## config.mk

```make
export PLATFORM = sky130hd
export DESIGN_NAME = mic_frame_pingpong_writer
export DESIGN_NICKNAME = d
export VERILOG_FILES = /design/src/rtl/mic_frame_pingpong_writer.sv
export SDC_FILE = /design/constraint.sdc
export NUM_CORES = 1
export LEC_CHECK = 0
export CAP_MARGIN = 15
export CELL_PAD_IN_SITES_DETAIL_PLACEMENT = 0
export CELL_PAD_IN_SITES_GLOBAL_PLACEMENT = 1
export CORE_ASPECT_RATIO = 1.75
export CORE_MARGIN = 10
export CORE_UTILIZATION = 41
export CTS_CLUSTER_DIAMETER = 80
export DETAILED_ROUTE_END_ITERATION = 12
export PLACE_DENSITY = 0.8
export SLEW_MARGIN = 25
export SYNTH_ARGS = -nofsm -noshare
export SYNTH_HDL_FRONTEND = slang
export SYNTH_SLANG_ARGS = --single-unit
```

## constraint.sdc

```tcl
create_clock -name clk_clk -period 3.2 [get_ports clk_clk]
set_input_delay 0.8 -clock clk_clk [delete_from_list [all_inputs] [get_ports clk_clk]]
set_output_delay 0.8 -clock clk_clk [all_outputs]
set_load 0.05 [all_outputs]
```

## src/rtl/mic_frame_pingpong_writer.sv

```systemverilog
// Serialises multi-channel mic samples into two ping-pong RAM banks through the s2 port,
// prefixing each completed bank with a {seq, FRAME_LEN} header and flagging it to the host.
module mic_frame_pingpong_writer #(
  parameter int NUM_CH    = 8,
  parameter int SAMPLE_W  = 24,
  parameter int ADDR_W    = 10,
  parameter int FRAME_LEN = 63
) (
  input  logic                         clk_clk,
  input  logic                         reset_reset_n,
  input  logic                         enable,
  input  logic                         in_valid,
  input  logic [NUM_CH*SAMPLE_W-1:0]   in_data,
  output logic                         in_ready,
  output logic [ADDR_W-1:0]            ram_address,
  output logic                         ram_chipselect,
  output logic                         ram_clken,
  output logic                         ram_write,
  output logic [31:0]                  ram_writedata,
  output logic [3:0]                   ram_byteenable,
  output logic [1:0]                   frame_ready,
  input  logic [1:0]                   frame_ack,
  output logic                         irq,
  output logic [15:0]                  overflow_count
);

  localparam int BANK_WORDS = 2 ** (ADDR_W - 1);
  localparam int OFS_W      = ADDR_W - 1;
  localparam int C_W        = (NUM_CH > 1) ? $clog2(NUM_CH) : 1;
  localparam int S_W        = (FRAME_LEN > 1) ? $clog2(FRAME_LEN) : 1;

  generate
    if (1 + NUM_CH * FRAME_LEN > BANK_WORDS) begin : g_size_check
      $error("frame (header + NUM_CH*FRAME_LEN words) does not fit in one bank");
    end
  endgenerate

  typedef enum logic [1:0] {ST_IDLE, ST_WRITE, ST_HDR, ST_WAIT_BANK} state_t;

  state_t                      state_reg, state_next;
  logic                        active_reg, active_next;
  logic [C_W-1:0]              ch_idx_reg, ch_idx_next;
  logic [S_W-1:0]              sample_idx_reg, sample_idx_next;
  logic [OFS_W-1:0]            word_ptr_reg, word_ptr_next;
  logic [15:0]                 seq_reg, seq_next;
  logic [1:0]                  frame_ready_reg, frame_ready_next;
  logic [15:0]                 overflow_reg, overflow_next;
  logic [NUM_CH*SAMPLE_W-1:0]  data_reg;
  logic                        latch_en;
  logic [1:0]                  set_mask;
  logic                        bank_free;
  logic [NUM_CH-1:0][31:0]     ext_words;

  generate
    for (genvar gi = 0; gi < NUM_CH; gi++) begin : g_ext
      assign ext_words[gi] = 32'($signed(data_reg[gi*SAMPLE_W +: SAMPLE_W]));
    end
  endgenerate

  // An ack landing in the same cycle as the check counts as a free bank.
  assign bank_free = !frame_ready_reg[~active_reg] || frame_ack[~active_reg];

  always_ff @(posedge clk_clk or negedge reset_reset_n) begin
    if (!reset_reset_n) begin
      state_reg       <= ST_IDLE;
      active_reg      <= 1'b0;
      ch_idx_reg      <= '0;
      sample_idx_reg  <= '0;
      word_ptr_reg    <= OFS_W'(1);
      seq_reg         <= '0;
      frame_ready_reg <= '0;
      overflow_reg    <= '0;
      data_reg        <= '0;
    end else begin
      state_reg       <= state_next;
      active_reg      <= active_next;
      ch_idx_reg      <= ch_idx_next;
      sample_idx_reg  <= sample_idx_next;
      word_ptr_reg    <= word_ptr_next;
      seq_reg         <= seq_next;
      frame_ready_reg <= frame_ready_next;
      overflow_reg    <= overflow_next;
      if (latch_en) data_reg <= in_data;
    end
  end

  always_comb begin
    state_next      = state_reg;
    active_next     = active_reg;
    ch_idx_next     = ch_idx_reg;
    sample_idx_next = sample_idx_reg;
    word_ptr_next   = word_ptr_reg;
    seq_next        = seq_reg;
    latch_en        = 1'b0;
    set_mask        = '0;
    in_ready        = 1'b0;
    ram_chipselect  = 1'b0;
    ram_clken       = 1'b0;
    ram_write       = 1'b0;
    ram_address     = '0;
    ram_writedata   = '0;
    ram_byteenable  = '0;

    case (state_reg)
      ST_IDLE: begin
        in_ready = 1'b1;
        if (in_valid && enable) begin
          latch_en    = 1'b1;
          ch_idx_next = '0;
          state_next  = ST_WRITE;
        end
      end
      ST_WRITE: begin
        ram_chipselect = 1'b1;
        ram_clken      = 1'b1;
        ram_write      = 1'b1;
        ram_byteenable = 4'hF;
        ram_address    = {active_reg, word_ptr_reg};
        ram_writedata  = ext_words[ch_idx_reg];
        word_ptr_next  = word_ptr_reg + OFS_W'(1);
        if (ch_idx_reg == C_W'(NUM_CH - 1)) begin
          if (sample_idx_reg < S_W'(FRAME_LEN - 1)) begin
            sample_idx_next = sample_idx_reg + S_W'(1);
            state_next      = ST_IDLE;
          end else begin
            state_next = ST_HDR;
          end
        end else begin
          ch_idx_next = ch_idx_reg + C_W'(1);
        end
      end
      ST_HDR: begin
        ram_chipselect       = 1'b1;
        ram_clken            = 1'b1;
        ram_write            = 1'b1;
        ram_byteenable       = 4'hF;
        ram_address          = {active_reg, OFS_W'(0)};
        ram_writedata        = {seq_reg, 16'(FRAME_LEN)};
        set_mask[active_reg] = 1'b1;
        seq_next             = seq_reg + 16'd1;
        sample_idx_next      = '0;
        word_ptr_next        = OFS_W'(1);
        if (bank_free) begin
          active_next = ~active_reg;
          state_next  = ST_IDLE;
        end else begin
          state_next = ST_WAIT_BANK;
        end
      end
      ST_WAIT_BANK: begin
        if (bank_free) begin
          active_next = ~active_reg;
          state_next  = ST_IDLE;
        end
      end
      default: state_next = ST_IDLE;
    endcase

    // Set wins over a same-cycle ack on the same bit.
    frame_ready_next = (frame_ready_reg & ~frame_ack) | set_mask;

    overflow_next = overflow_reg;
    if (in_valid && enable && !in_ready && overflow_reg != 16'hFFFF)
      overflow_next = overflow_reg + 16'd1;
  end

  assign frame_ready    = frame_ready_reg;
  assign irq            = |frame_ready_reg;
  assign overflow_count = overflow_reg;

endmodule

```

### Word-level counts from Yosys, hierarchy flattened

Index checks and enable logic that the tools add are counted.
Widths: inputs -> output; s select.

| storage, ports and cells | value |
|---|---|
| bits in registers | 247 |
| input bits | 198 |
| output and inout bits | 69 |

| operators by class | value |
|---|---|
| bitwise logic cells | 4 |
| muxes and demuxes | 29 |
| eq/ne operators | 10 |
| magnitude comparators | 5 |
| add/sub/neg operators | 5 |
| reductions and logical operators | 17 |

Operators with widths:

| operator | number |
|---|---|
| $bmux 32 s3 | 1 |
| $pmux 32 s2 | 1 |
| $add 16x1->16 const B | 2 |
| $mux 32 | 1 |
| $pmux 10 s2 | 1 |
| $pmux 9 s2 | 1 |
| $ne 16x16->1 const B | 1 |
| $mux 2 | 6 |
| $mux 6 | 2 |
| $pmux 6 s2 | 1 |
| $ne 2x2->1 const B | 5 |
| $add 9x1->9 const B | 1 |
| $mux 1 | 9 |
| $reduce_and 3->1 | 3 |
| $pmux 2 s4 | 1 |
| $add 6x1->6 const B | 1 |
| $lt 6x6->1 const B | 1 |
| $mux 3 | 2 |
| $pmux 3 s2 | 1 |
| $reduce_or 2->1 | 3 |
| $eq 2x2->1 const B | 2 |
| $logic_and 1x1->1 | 4 |
| $lt 1x2->1 const B | 2 |
| $lt 3x4->1 const B | 1 |
| other kinds (15) | 17 |

### Depth between registers and ports, before layout

Gate-level depths: netlist (run 1).

| logic depth | value |
|---|---|
| depth in word-level cells | 7 |
| mapped depth | 9 |

### Least setup slack after synthesis (run 1)

Ideal clock, no wire load.

| timing | value |
|---|---|
| path type | reg2out |
| start | reg state_reg[0] |
| end | out ram_writedata[0] |
| data required time | 2400 ps |
| stages on the path, launching flop included | 7 |
| arrival time | 3053 ps |
| setup slack | -653 ps |
| cells stage by stage | dfrtp_1 > inv_1 > ha_1 > clkbuf_1 > nand2_1 > clkbuf_1 > o31ai_1 |

| on the way | value |
|---|---|
| longest elaborated chain between the ends | 2 |

RTL lines:

| element | line | RTL |
|---|---|---|
| from (decl) | 40 | `state_t state_reg, state_next;` |
| from (signal assigned) | 75 | `state_reg <= state_next;` |
| $eq 2x2->1 / $eq 2x1->1 (equally long branches) | 104 | `case (state_reg)` |
| $pmux 32 s2 (*) | 104 |  |
| to (decl) | 19 | `output logic [31:0] ram_writedata,` |

Every way passes the cells marked *; elsewhere a longest branch is shown, timed or not.

### Worst setup path in the final report (run 1)

| timing | value |
|---|---|
| start | reg ch_idx_reg[0] |
| end | out ram_writedata[28] |

| on the way | value |
|---|---|
| longest elaborated chain between the ends | 3 |

RTL lines:

| element | line | RTL |
|---|---|---|
| from (decl) | 42 | `logic [C_W-1:0] ch_idx_reg, ch_idx_next;` |
| from (signal assigned) | 77 | `ch_idx_reg <= ch_idx_next;` |
| $bmux 32 s3 | 119 | `ram_writedata = ext_words[ch_idx_reg];` |
| $mux 32 (not written as such) | 119 |  |
| $pmux 32 s2 | 104 |  |

Every way passes these cells. The select of a mux whose other input is x is not followed.

==> results_dict.tcl, run 1 <==
set metrics [dict create \
    synth_largest_area_cell "dfrtp_1" \
    io_pins 267 \
    finalHoldViolCount 0 \
    gp_congestion 0.810 \
    worst_pin_slew_ps 691 \
    largest_reg_flops 192 \
    ir_drop_mv 0.559 \
    clock-sinks 247 \
    routed.top_layer "met4" \
    hpwl_um 25500 \
    wl_met2_um 19400 \
    clock_latency_ps 540 \
    grt_pass1_wl_um 51700 \
    met3_length_um 2110 \
    grt_usage_pct 18.5 \
    cts_tree "built" \
    cp.required_ps 2400 \
    ys_top_cells_by_area "dfrtp_1 53%, mux2_2 21%, mux4_2 5.4%, mux4_1 1.8%, xnor2_1 1.8%" \
    grt_max_degree 83 \
    layout_commonest_cell "dfrtp_1" \
    grt_antenna_before_repair 2 \
    final_cells 1503 \
    drt_iter0_markers 313 \
    setup-tns-final_ps 0 \
    synth_nets 1053 \
    timing.fmax_ghz 0.316 \
    layout-drive-gt1-share_pct 37.2 \
    rows 81 \
    drc 0 \
    num_vias 7783 \
    dieArea_um2 35900 \
    drt_pass1_iterations 4 \
    r2r_cells 8 \
    synth_top_area_share_pct 52.8 \
    post-route-period-util_pct 98.9 \
    start_util_pct 41.7 \
    min_period_ps 3160 \
    rsz0062_at_grt "yes" \
    critical_path_class "flip-flop to output pin" \
    die_x_um 147 \
    max-cap-violations 0 \
    root_buffer "clkbuf_16" \
    synthXorXnorAreaFrac_pct 2.55 \
    ctsHoldBuffers 0 \
    cts_max_path_buffers 3 \
    seq_area_frac_synth_pct 53.0 \
    synth_cell_types 51 \
    syn_inst 845 \
    synth_area_um2 11700 \
    slew_violations 0 \
    critPathMaxFanout 9 \
    final_cell_mix "243 x dfrtp_1, 223 x clkdlybuf4s50_1, 221 x mux2_2, 44 x buf_12, 41 x nand2_1" \
    maxSlewHeadroom_pct 53.6 \
    start_kind "flip-flop" \
    crit_slowest_cell "dfrtp_2" \
    first_global_vias 8650 \
    fill_cells 2321 \
    cp.depth 6 \
    place_inst 1450 \
    yosys.area_share.simple_pct 6.27 \
    syn_to_final_growth_pct 39.9 \
    h-tree-depth 1 \
    ant_nets 0 \
    hp-class "input pin to async pin" \
    synth_top_family_by_area "multiplexers" \
    wl_per_cell_um 22.4 \
    async_flop_share_pct 100 \
    via_per_inst 5.18 \
    crit_family "multiplexers" \
    synth-compound-area-share_pct 4.04 \
    yosys_warnings 0 \
    path_buf_inv 2 \
    crit_chain "buf_6 -> mux4_2 -> mux2i_2 -> nor2_4 -> a21o_1 -> buf_12" \
    critPathCaptureType "output pin" \
    core_area_um2 28000 \
    syn-mean-instance-area_um2 13.8 \
    postRouteWirelength_um 33700 \
    port_buffers 266 \
    grt_overflow_total 0 \
    cp_data_arrival_time_ps 2360 \
    cts-buffers-inserted 25 \
    power_density_nw_per_um2 976 \
    wl_met1_um 11400 \
    synth_edf_count 0 \
    setup_viol 0 \
    outcome "completed" \
    clock-skew-final_ps 21.3 \
    synth_ff_type "dfrtp_1" \
    synth_seq_cells 247 \
    final_nets 1317 \
    clk_pin_slew_worst_paths_ps 60 \
    max_stage_delay_ps 510 \
    dieHeight_um 243 \
    leakage_nw 6.87 \
    synthAdderAreaFrac_pct 1.07 \
    synthMuxAreaShare_pct 29.8 \
]
-- kinds of logic after synthesis --
logic type | after synthesis
multiplexers | 271
flip-flops | 247
AND/OR/NAND/NOR | 148
AO/OA/AOI/OAI | 69
buffers and inverters | 66
XOR/XNOR | 34
adder cells (fa/ha/maj) | 10
-- worst paths after layout --
| check | from | to | slack [ps] |
|---|---|---|---|
| worst max-delay path | ch_idx_reg[0]$_DFFE_PN0P_ | ram_writedata[28] | 40 |
| worst min-delay path | reset_reset_n | overflow_count[15]$_DFFE_PN0P_ | 270 |
| worst max register to register | ch_idx_reg[1]$_DFFE_PN0P_ | sample_idx_reg[3]$_DFFE_PN0P_ | 800 |
| worst min register to register | overflow_count[5]$_DFFE_PN0P_ | overflow_count[5]$_DFFE_PN0P_ | 500 |
| max in group asynchronous | reset_reset_n | data_reg[57]$_DFFE_PN0P_ | 2040 |
| min in group clk_clk | overflow_count[5]$_DFFE_PN0P_ | overflow_count[5]$_DFFE_PN0P_ | 500 |
-- what timing repair did --
item,CTS,global route
setup buffers,3,0
endpoints found under the setup margin,31,23
resized for setup,22,24
cloned,1,1
-- per-layer routing --
metal	GRT usage (%)	up-vias
li1	-	3591
met1	18.2	3950
met2	36.1	208
met3	5.05	34
met4	5.88	0
met5	0	-
-- power by group --
| group | switching (mW) | total (mW) | leakage (nW) | internal (mW) |
|---|---|---|---|---|
| Clock | 1.23 | 2.94 | 0.406 | 1.71 |
| Sequential | 0.826 | 5.34 | 2.97 | 4.51 |
| Combinational | 3.71 | 7.64 | 3.49 | 3.93 |
| Total | 5.76 | 15.9 | 6.87 | 10.2 |
-- final cells by class --
type | count | area, um2 | share of cell area [%]
antenna | 2 | 5.00 | 0.0307
clock buffer | 41 | 766 | 4.69
clock inverter | 5 | 57.6 | 0.353
inverter | 8 | 30.0 | 0.184
multi-input combinational | 532 | 5420 | 33.2
sequential | 247 | 6190 | 37.9
tap | 373 | 467 | 2.86
timing repair buffer | 295 | 3380 | 20.7
-- per-stage QoR --
stage	util, %	instance area (um2)	hold WS [ps]	power [mW]	worst slack [ps]
finish	58.3	16300	266	15.9	35.3
global route	58.3	16300	309	16.7	-30.8
CTS	57.8	16200	285	15.9	-44.3
detailed placement	54.4	15200	488	12.7	318
global placement	54.4	15200	479	12.5	342
floorplan	-	11800	446	9.95	19.2
-- cells in the mapped netlist, types with 5 or more instances --
library cell	n
dfrtp_1	246
mux2_2	221
nand2_1	44
nor2_1	39
mux4_2	28
buf_2	27
xnor2_1	24
nand3_1	16
and3_1	14
mux2i_1	14
o22ai_1	14
o21ai_0	13
clkbuf_1	12
o31ai_1	12
a21o_1	10
a21oi_1	10
ha_1	10
xor2_1	10
inv_1	8
mux4_1	8
buf_4	7
buf_6	7
nand4_1	7
nor3_1	5
Note: power is estimated with default switching activity, not from simulation.
==> run 2, diff against run 1 <==
--- a/config.mk
+++ b/config.mk
@@ -12,6 +12,7 @@
 export CORE_MARGIN = 10
 export CORE_UTILIZATION = 41
 export CTS_CLUSTER_DIAMETER = 80
+export CTS_CLUSTER_SIZE = 12
 export DETAILED_ROUTE_END_ITERATION = 12
 export PLACE_DENSITY = 0.8
 export SLEW_MARGIN = 25
==> results_dict.tcl, run 2 (synthesis gave the netlist of run 1 again) <==
set metrics [dict create \
    outcome "completed" \
    hp-class "input pin to async pin" \
    leakage_nw 6.76 \
    dieArea_um2 35900 \
    finalHoldViolCount 0 \
    clk_pin_slew_worst_paths_ps 70 \
    final_nets 1315 \
    drt_pass1_iterations 4 \
    dieHeight_um 243 \
    clock-skew-final_ps 10.2 \
    start_util_pct 41.7 \
    ir_drop_mv 0.740 \
    syn_to_final_growth_pct 38.0 \
    place_inst 1450 \
    h-tree-depth 1 \
    io_pins 267 \
    via_per_inst 5.20 \
    layout_commonest_cell "dfrtp_1" \
    largest_reg_flops 192 \
    critPathCaptureType "output pin" \
    r2r_end "sample_idx_reg[5]$_DFFE_PN0P_" \
    worst_pin_slew_ps 701 \
    fill_cells 2341 \
    post-route-util_pct 57.5 \
    grt_overflow_total 0 \
    clock-sinks 247 \
    clock_latency_ps 520 \
    postRouteWirelength_um 33400 \
    r2r_cells 8 \
    r2r_slack_ps 790 \
    post-route-period-util_pct 99.1 \
    setup_viol 0 \
    ant_nets 0 \
    die_x_um 147 \
    grt_pass1_wl_um 51300 \
    cts-buffers-inserted 24 \
    cts_max_path_buffers 3 \
    cp.required_ps 2400 \
    start_kind "flip-flop" \
    critPathMaxFanout 12 \
    root_buffer "clkbuf_16" \
    slew_violations 0 \
    cts_tree "built" \
    cp_data_arrival_time_ps 2370 \
    finalWorstSetupSlack_ps 29.6 \
    max-cap-violations 0 \
    gp_congestion 0.810 \
    first_global_vias 8617 \
    fin_area_um2 16100 \
    dp_slack_ps 318 \
    num_vias 7749 \
    hpwl_um 25500 \
    rows 81 \
    ctsHoldBuffers 0 \
    layout-drive-gt1-share_pct 35.8 \
    core_area_um2 28000 \
    wl_met2_um 19300 \
    min_period_ps 3170 \
    wl_per_cell_um 22.4 \
    rsz0062_at_grt "yes" \
    timing.fmax_ghz 0.315 \
    final_cell_mix "243 x dfrtp_1, 223 x clkdlybuf4s50_1, 221 x mux2_2, 45 x buf_12, 41 x nand2_1" \
    routed.top_layer "met4" \
    power_mw 15.4 \
    grt_antenna_before_repair 1 \
    placed_area_um2 15200 \
    wl_met1_um 11300 \
    power_density_nw_per_um2 959 \
    critical_path_class "flip-flop to output pin" \
    met3_length_um 2110 \
    drt_iter0_markers 294 \
    grt_max_degree 83 \
    grt_usage_pct 18.4 \
    drc 0 \
    final_cells 1491 \
    port_buffers 266 \
    timing.rr.start "ch_idx_reg[1]$_DFFE_PN0P_" \
    maxSlewHeadroom_pct 53.3 \
]
==> run 2: cell count changes in the layout (fill, tap and decap cells not counted), sizes merged <==
cell,before,now
inv,9,8
clkinvlp,0,1
buf,71,70
clkinv,3,0
diode,2,1
bufinv,1,0
clkbuf,42,36
==> run 2: per-stage QoR <==
step                      TNS (ps)  hold slack [ps]
final                            0              261
after global routing          -205              304
after CTS                    -43.4              295
after detailed placement         0              488
after global placement           0              479
after floorplan                  0              446
==> run 2: where the power goes <==
group          leakage, nW  switching [mW]  internal (mW)
Combinational         3.46            3.64           3.89
Clock                0.320            1.15           1.42
Sequential            2.97           0.830           4.51
Total                 6.76            5.62           9.82
==> run 2: worst max-delay path by stage <==
stage                                    startpoint           endpoint  slack, ps
after floorplan            state_reg[0]$_DFFE_PN0P_  ram_writedata[10]         20
after global placement    ch_idx_reg[1]$_DFFE_PN0P_   ram_writedata[5]        340
after detailed placement  ch_idx_reg[1]$_DFFE_PN0P_   ram_writedata[5]        320
after CTS                 ch_idx_reg[1]$_DFFE_PN0P_   ram_writedata[5]        -30
after global routing      ch_idx_reg[0]$_DFFE_PN0P_  ram_writedata[31]        -30
final                     ch_idx_reg[0]$_DFFE_PN0P_  ram_writedata[19]         30
==> run 2: critical path, stage by stage, from the launching register on <==
cell	delay (ps)
dfrtp_2	510
buf_6	160
nand2b_2	350
o22ai_1	500
o31ai_4	150
buf_12	170
==> run 2: metal layers <==
metal	up-vias	global-route usage [%]
li1	3569	-
met2	227	35.8
met5	-	0
met3	36	4.94
met1	3917	18.1
met4	0	5.44
==> run 2: what timing repair did <==
action	4_1_cts	5_1_grt
pin swaps	0	1
buffers inserted	1	2
resized for setup	16	20
setup endpoints to repair	28	13
cloned	0	1
==> run 2: cell type report <==
class	count	area (um2)	area share, %
antenna	1	2.50	0.0155
tap	373	467	2.90
timing repair buffer	294	3360	20.9
multi-input combinational	532	5370	33.4
clock inverter	1	7.51	0.0466
sequential	247	6190	38.5
clock buffer	35	663	4.12
inverter	8	30.0	0.187
==> run 3, diff against run 2 <==
--- a/config.mk
+++ b/config.mk
@@ -10,11 +10,12 @@
 export CELL_PAD_IN_SITES_GLOBAL_PLACEMENT = 1
 export CORE_ASPECT_RATIO = 1.75
 export CORE_MARGIN = 10
-export CORE_UTILIZATION = 41
+export CORE_UTILIZATION = 42
+export CTS_BUF_LIST = sky130_fd_sc_hd__clkbuf_4
 export CTS_CLUSTER_DIAMETER = 80
 export CTS_CLUSTER_SIZE = 12
 export DETAILED_ROUTE_END_ITERATION = 12
-export PLACE_DENSITY = 0.8
+export PLACE_DENSITY = 0.81
 export SLEW_MARGIN = 25
 export SYNTH_ARGS = -nofsm -noshare
 export SYNTH_HDL_FRONTEND = slang
==> results_dict.tcl, run 3 (synthesis gave the netlist of run 1 again) <==
set metrics [dict create \
    outcome "finished, violations left" \
    violations "setup timing" \
    wl_per_cell_um 22.9 \
    hp-start "seq_reg[15]$_DFFE_PN0P_" \
    root_buffer "clkbuf_4" \
    worst_pin_slew_ps 675 \
    min_path_cells 1 \
    largest_reg_flops 192 \
    r2r_cells 10 \
    ant_nets 0 \
    min_period_ps 3340 \
    first_global_vias 8854 \
    place_inst 1452 \
    final_cells 1507 \
    timing.rr.start "ch_idx_reg[0]$_DFFE_PN0P_" \
    h-tree-depth 1 \
    rsz0062_at_grt "yes" \
    wl_met1_um 11500 \
    start_util_pct 42.7 \
    min_to "seq_reg[15]$_DFFE_PN0P_" \
    dieHeight_um 240 \
    max-cap-violations 0 \
    hp-class "flip-flop to flip-flop" \
    layout-drive-gt1-share_pct 38.8 \
    grt_antenna_before_repair 2 \
    cp.required_ps 2400 \
    final_cell_mix "243 x dfrtp_1, 215 x clkdlybuf4s50_1, 213 x mux2_2, 41 x nand2_1, 39 x buf_12" \
    layout_commonest_cell "dfrtp_1" \
    grt_usage_pct 19.3 \
    routed.top_layer "met5" \
    critPathCaptureType "output pin" \
    port_buffers 266 \
    start_kind "flip-flop" \
    grt_max_degree 74 \
    finalWorstSetupSlack_ps -137 \
    die_x_um 146 \
    setup_viol 27 \
    grt_pass1_wl_um 52200 \
    io_pins 267 \
    slew_violations 0 \
    syn_to_final_growth_pct 36.4 \
    dieArea_um2 35100 \
    clock-skew-final_ps 33.0 \
    core_area_um2 27300 \
    gp_congestion 0.823 \
    maxSlewHeadroom_pct 54.7 \
    critPathMaxFanout 7 \
    grt_overflow_total 0 \
    rows 80 \
    drt_pass1_iterations 4 \
    wl_met2_um 20100 \
    met3_length_um 2240 \
    critical_path_class "flip-flop to output pin" \
    cts-buffers-inserted 24 \
    power_density_nw_per_um2 923 \
    finalHoldViolCount 0 \
    power_mw 14.7 \
    r2r_slack_ps 660 \
    fill_cells 2238 \
    num_vias 7844 \
    final_nets 1337 \
    via_per_inst 5.21 \
    timing.fmax_ghz 0.300 \
    leakage_nw 6.75 \
    clk_pin_slew_worst_paths_ps 140 \
    drc 0 \
    post-route-period-util_pct 104 \
    cts_tree "built" \
    postRouteWirelength_um 34500 \
    clock_latency_ps 710 \
    r2r_end "sample_idx_reg[3]$_DFFE_PN0P_" \
    clock-sinks 247 \
    drt_iter0_markers 259 \
    hpwl_um 26500 \
    ir_drop_mv 0.851 \
    cts_max_path_buffers 3 \
    cp_data_arrival_time_ps 2540 \
    startpoint "ch_idx_reg[0]$_DFFE_PN0P_" \
    post-route-util_pct 58.2 \
    hold_ws_ps 499 \
]
==> run 3: area by class of cell <==
class / count / area (um2) / area share [%]
Timing Repair Buffer: 316 / 3510 / 22.1
Sequential cell: 247 / 6190 / 38.9
Clock inverter: 1 / 7.51 / 0.0472
Antenna cell: 1 / 2.50 / 0.0157
Clock buffer: 33 / 248 / 1.56
Multi-Input combinational cell: 532 / 5450 / 34.3
Tap cell: 369 / 462 / 2.90
Inverter: 8 / 30.0 / 0.189
==> run 3: power breakdown <==
| part | internal (mW) | switching (mW) | total, mW | leakage, nW |
|---|---|---|---|---|
| clock network | 0.468 | 1.02 | 1.48 | 0.152 |
| registers | 4.49 | 0.859 | 5.35 | 2.97 |
| logic | 4.00 | 3.84 | 7.84 | 3.63 |
| total | 8.96 | 5.72 | 14.7 | 6.75 |
==> run 3: worst max-delay path, cell delays in order (launching register included) <==
cell	delay [ps]
dfrtp_4	540
buf_12	150
buf_12	130
buf_4	140
mux4_2	470
nor2_4	140
o31ai_4	80
buf_6	160
==> run 3: worst max-delay path by stage <==
stage	to	slack, ps
final	ram_writedata[21]	-140
after floorplan	ram_writedata[10]	20
after global routing	ram_writedata[15]	-260
after global placement	ram_writedata[28]	290
after detailed placement	ram_writedata[28]	260
after CTS	ram_writedata[12]	-220
==> run 3: routing by layer <==
| metal | GRT usage [%] | vias to the layer above |
|---|---|---|
| li1 | - | 3614 |
| met1 | 18.5 | 3995 |
| met2 | 38.7 | 198 |
| met3 | 5.48 | 35 |
| met4 | 5.32 | 2 |
| met5 | 0 | - |
==> run 3: stage by stage <==
step	setup TNS, ps	area, um2	setup WS, ps
after floorplan	0	11800	19.2
after global placement	0	15100	293
after detailed placement	0	15100	261
after CTS	-5120	15800	-221
after global routing	-6520	15900	-264
final	-2470	15900	-137
==> run 3: what timing repair did <==
action	in CTS	in global routing
endpoints found under the hold margin	3	0
setup buffers	17	4
gates resized for setup	83	27
gates cloned	1	0
setup endpoints to repair	43	37
hold buffers	1	0
pin swaps	11	9
